`config.mk`:
```
export PLATFORM = sky130hd
export DESIGN_NAME = dly_chain_cal
export DESIGN_NICKNAME = d
export VERILOG_FILES = /design/src/rtl/dly_chain_cal.sv
export SDC_FILE = /design/constraint.sdc
export NUM_CORES = 1
export LEC_CHECK = 0
export BUFFER_PORTS_ARGS = -buffer_cell sky130_fd_sc_hd__buf_2
export CORE_ASPECT_RATIO = 0.8
export CORE_UTILIZATION = 55
export DETAILED_ROUTE_END_ITERATION = 8
export GPL_ROUTABILITY_DRIVEN = 0
export PLACE_DENSITY = 0.73
export SLEW_MARGIN = 20
export SYNTH_ARGS = -nofsm -noshare
export SYNTH_HDL_FRONTEND = slang
export SYNTH_SLANG_ARGS = --single-unit
```
`constraint.sdc`:
```
create_clock -name clk -period 23.5 [get_ports clk]
set_input_delay 4.7 -clock clk [delete_from_list [all_inputs] [get_ports clk]]
set_output_delay 4.7 -clock clk [all_outputs]
set_load 0.05 [all_outputs]
```
`src/rtl/dly_chain_cal.sv`:
```
// dly_chain_cal: calibration controller for the inverter delay chain that
// sets the I2C SDA hold delay. Launches edges into the chain, counts how far
// each edge travels in one clock, averages over 2^AVG_LOG2 launches and turns
// a requested fraction of the clock period into a tap select.
// Optional feature: define DLY_CAL_PERIODIC_EN for periodic self-recalibration.
module dly_chain_cal #(
  parameter int unsigned TAPS       = 39,
  parameter int unsigned AVG_LOG2   = 3,
  parameter int unsigned SETTLE     = 4,
  parameter int unsigned RECAL_LOG2 = 16
) (
  input  logic            clk,
  input  logic            rst_n,
  input  logic            start,
  input  logic [5:0]      frac,
  output logic            launch,
  input  logic [TAPS-1:0] tap,
  output logic            busy,
  output logic            done,
  output logic [5:0]      tpc,
  output logic [5:0]      sel,
  output logic            err
);

  localparam int unsigned AW = 6 + AVG_LOG2;
  localparam int unsigned PW = 12 + AVG_LOG2;
  localparam int unsigned SW = $clog2(SETTLE + 1);
  localparam int unsigned NW = AVG_LOG2 + 1;

  localparam logic [SW-1:0] SETTLE_LAST = SW'(SETTLE - 1);
  localparam logic [NW-1:0] SAMPLE_LAST = NW'((1 << AVG_LOG2) - 1);
  localparam logic [5:0]    TAPS_W      = 6'(TAPS);
  localparam logic [5:0]    SEL_MAX     = 6'(TAPS - 1);

  typedef enum logic [2:0] {IDLE, WAIT, CAPT, ACC, CALC} state_t;

  state_t          state;
  logic [TAPS-1:0] base;
  logic [TAPS-1:0] snap;
  logic [TAPS-1:0] diff;
  logic [AW-1:0]   acc;
  logic [SW-1:0]   scnt;
  logic [NW-1:0]   ncnt;
  logic [5:0]      run_cnt;
  logic [PW-1:0]   prod;
  logic [5:0]      sel_raw;
  logic [5:0]      sel_new;
  logic            kick;

  // Alternating stage polarity cancels out in the xor of two settled snapshots
  assign diff = base ^ snap;

  // Length of the run of switched stages starting at stage 1; bubbles beyond
  // the first unswitched stage are ignored
  always_comb begin
    logic still;
    run_cnt = '0;
    still   = 1'b1;
    for (int unsigned i = 0; i < TAPS; i++) begin
      if (still && diff[i]) begin
        run_cnt = run_cnt + 6'd1;
      end else begin
        still = 1'b0;
      end
    end
  end

  // Tap select from the full-precision sum, clamped to the last tap
  always_comb begin
    prod    = PW'(acc) * PW'(frac);
    sel_raw = prod[PW-1 -: 6];
    sel_new = (sel_raw > SEL_MAX) ? SEL_MAX : sel_raw;
  end

`ifdef DLY_CAL_PERIODIC_EN
  logic [RECAL_LOG2-1:0] idle_cnt;

  // Idle-time counter; its wrap triggers a calibration like start does
  always_ff @(posedge clk or negedge rst_n) begin
    if (!rst_n) begin
      idle_cnt <= '0;
    end else if (state != IDLE || start) begin
      idle_cnt <= '0;
    end else begin
      idle_cnt <= idle_cnt + 1'b1;
    end
  end

  assign kick = start || (state == IDLE && idle_cnt == '1);
`else
  assign kick = start;
`endif

  // Calibration sequencer: settle, launch, capture, accumulate, then compute
  always_ff @(posedge clk or negedge rst_n) begin
    if (!rst_n) begin
      state  <= IDLE;
      launch <= 1'b0;
      busy   <= 1'b0;
      done   <= 1'b0;
      tpc    <= '0;
      sel    <= '0;
      err    <= 1'b0;
      base   <= '0;
      snap   <= '0;
      acc    <= '0;
      scnt   <= '0;
      ncnt   <= '0;
    end else begin
      done <= 1'b0;
      unique case (state)
        IDLE: begin
          if (kick) begin
            state <= WAIT;
            busy  <= 1'b1;
            acc   <= '0;
            scnt  <= '0;
            ncnt  <= '0;
            err   <= 1'b0;
          end else begin
            busy  <= 1'b0;
          end
        end
        WAIT: begin
          if (scnt == SETTLE_LAST) begin
            base   <= tap;
            launch <= ~launch;
            state  <= CAPT;
          end else begin
            scnt <= scnt + 1'b1;
          end
        end
        CAPT: begin
          snap  <= tap;
          state <= ACC;
        end
        ACC: begin
          acc <= acc + AW'(run_cnt);
          if (run_cnt == TAPS_W) begin
            err <= 1'b1;
          end
          if (ncnt == SAMPLE_LAST) begin
            state <= CALC;
          end else begin
            ncnt  <= ncnt + 1'b1;
            scnt  <= '0;
            state <= WAIT;
          end
        end
        CALC: begin
          tpc   <= acc[AW-1 -: 6];
          sel   <= sel_new;
          done  <= 1'b1;
          state <= IDLE;
        end
        default: state <= IDLE;
      endcase
    end
  end

endmodule

```
==> metrics.txt <==
max-slew violation total from the final report 0; post-route setup slack 0.135 ns; cell internal pwr 1.38 mW; count of flip-flops with a built-in enable after synthesis 0; CTS HTree Levels 4; max frequency 0.0428 GHz; Detail Route met2 WL 14400 um; transition at the pin with the smallest max-transition slack 0.962 ns; IO buf count 63; total count of hold-check failures in the final report 0; vias in the first global route 9973; library cell used as clock root buffer clkbuf_16; post-route minimum period 23.37 ns; min-delay worst type reg2reg; net count after synthesis 1467; Ys Warns 0; worst reg2reg setup slack 0.13 ns; synthesis-to-layout area growth 19.6%; Max-Cap Viols 0; Worst Path Class, Setup reg2reg; max incr delay on CP 0.43 ns; leading register cell type out of synthesis dfrtp_1; share of the cycle needed by the critical path after routing 99.4%; wire length of the first global-routing pass 48500 um; Starting Density 56.1%; worst hold margin 0.463 ns; dpl hpwl 21500 um; number of inserted diodes 0; IR drop worst, VDD 0.127 mV; height of the die 132 um; post-synthesis cell count 1325; CP endpoint kind flip-flop; count of cells along the worst register-to-register path 131; Worst Hold Endpoint launch; average routed wire per standard cell 17.7 um; Met1 Wirelength 14100 um; overall routed net length 30700 um; overflow left after global routing 0; Clk pin slew, worst setup/hold paths 0.06 ns; worst slew margin relative to its limit 35.3%; Critical Path Source base[1]; cell occurring most often along the worst timing path ha_1; start point of the worst min-delay path launch; power density over cell area 182 mW/mm^2; Data arrival, critical path 23.71 ns; CTS Sinks 113; area of the mapped netlist 0.0116 mm^2; worst-case clock skew 0.00960 ns; Tot GR Track Use 27.9%; number of buffer and inverter stages on the critical path 4; antenna-violating nets left 0; CTS Buf Count 17; Mean Syn Cell Area 8.74 um^2; DRC violations left 0; top post-synthesis cells by area dfrtp_1, mux2_2, ha_1; number of endpoints failing setup at the final stage 0; total of hold buffers inserted after clock tree synthesis 0; leakage power 6.21 nW; vias after detailed routing 10.5k; status finished, final reports clean; cell area after layout 0.0138 mm^2; top layer in use met5; Net Switching 1.13 mW; number of iterations in the first detailed-routing pass 6; share of Yosys cell area claimed by the top area cell type 24.4%; worst hold path depth 1; R2R Path Start base[1]; leading area contributor after synthesis dfrtp_1; share of power burned in registers 13.7%; core area 0.0206 mm^2; clock tree from TritonCTS done; width of the chip 164 um; Cell Area, Placed 0.0124 mm^2; share of layout cells above drive strength 1 26.8%; critical path launch point type flip-flop; setup repair after global routing missed its margin yes; maximum number of pins on one net before global-route repair 67; drt via density 6.00; maximum fanout encountered on the critical timing path 3; Clock power frac 11.7%; Post-synth ARST share 100%; CP required 23.85 ns; sequential element share of the synthesized area 24.4%; DIE AREA 0.0216 mm^2; number of flip-flops and latches in the synthesized netlist 113; number of placed I/O pins 64; insertion delay of the later-clocked pin in the worst-skew pair 0.43 ns; post-route total power 2.51 mW; initial detailed-routing violation count 850; count of different cell masters after synthesis 94; number of placement rows 47; standard cell with the maximum stage delay on the critical path dfrtp_1; number of antenna violations at the first check in global routing 2; combinational group share of total power 74.6%; number of nets in the final layout 1601; Critical R2R Capture acc[7]; net switching fraction of the power 45.0%; kind of cell adding the most delay to the critical path adder cells; Met3 Wirelength 1660 um; minimum setup slack after placement -1.04 ns; Longest Clk Path Bufs 2
registers in the layout (all words and copies together), names as in the netlist:
name,flops
snap,39
ncnt,4
launch,1
state,3
err,1
sel,6
base,39
done,1
tpc,6
acc,9
scnt,3
busy,1
cell usage after synthesis, drive strengths merged, types with 8 or more instances:
cell    number
o211ai      11
xnor2       95
nor4        17
o21ai       40
xnor3       10
buf          8
a21oi       62
inv         64
or2         10
clkbuf      31
and3        17
nor3b        8
nor2b       11
o21a        11
xor2        57
mux2i       29
and2        32
ha          65
nand2b      10
nand4       18
dfrtp      113
nand3       44
nor2       111
nor3        30
nand2      180
a31oi       12
fa          29
mux2        89
a21o        12
cells by family (layout without fill, tap and decap cells):
| family | after synthesis | count (layout) | share of synthesized area [%] |
|---|---|---|---|
| simple gates | 514 | 514 | 21.7 |
| compound gates | 219 | 219 | 12.6 |
| xor+xnor | 162 | 162 | 14.2 |
| mux | 118 | 118 | 11.2 |
| flops | 113 | 113 | 24.4 |
| buf+inv | 105 | 252 | 3.85 |
| fa+ha+maj | 94 | 94 | 12.0 |
what timing repair did:
item	4_1_cts	5_1_grt
resized for setup	19	78
setup endpoints to repair	9	9
buffers inserted	19	26
pin swaps	34	100
metal layers:
metal / vias to the layer above / global-route usage [%]
met5: - / 0
met4: 2 / 7.72
met3: 56 / 4.97
met2: 370 / 44.5
met1: 5080 / 38.9
li1: 4943 / -
power by group through the flow:
stage	logic, mW	clock network, mW	registers (mW)
finish	1.88	0.294	0.345
detailed placement	1.35	0	0.347
CTS	1.49	0.295	0.344
global route	2.01	0.303	0.355
global placement	1.31	0	0.341
floorplan	0.966	0	0.332
per-stage QoR:
stage,std cells,setup TNS [ns],util (%)
after floorplan,1325,0,-
after global placement,1666,-0.455,60.2
after detailed placement,1666,-6.62,60.2
after CTS,1717,-0.262,64.4
after global routing,1741,-5.65,67.1
final,1741,0,67.1
area by class of cell:
class / count / area, um^2
Tap cell: 269 / 337
Fill cell: 1633 / 6800
Sequential cell: 113 / 2830
Multi-Input combinational cell: 1107 / 8770
Inverter: 65 / 244
Clock inverter: 13 / 209
Timing Repair Buffer: 155 / 1010
Clock buffer: 19 / 443
cell usage in the layout (no fill, tap or decap), types with 27 or more instances in the layout:
cell / synthesis / routed
nand2_1: 179 / 166
dfrtp_1: 113 / 113
nor2_1: 110 / 102
buf_4: 0 / 92
xnor2_1: 92 / 86
mux2_2: 89 / 83
buf_2: 3 / 62
inv_1: 64 / 61
xor2_1: 54 / 53
a21oi_1: 59 / 51
ha_1: 65 / 50
nand3_1: 44 / 44
nor3_1: 28 / 28
fa_1: 29 / 28
and2_1: 28 / 27
worst max-delay path by stage:
stage / to / depth (start not counted)
after CTS: acc[7] / 131
after detailed placement: acc[7] / 130
final: acc[7] / 131
after global routing: acc[7] / 131
after floorplan: acc[7] / 130
after global placement: acc[7] / 130
Note: power is estimated with default switching activity, not from simulation.
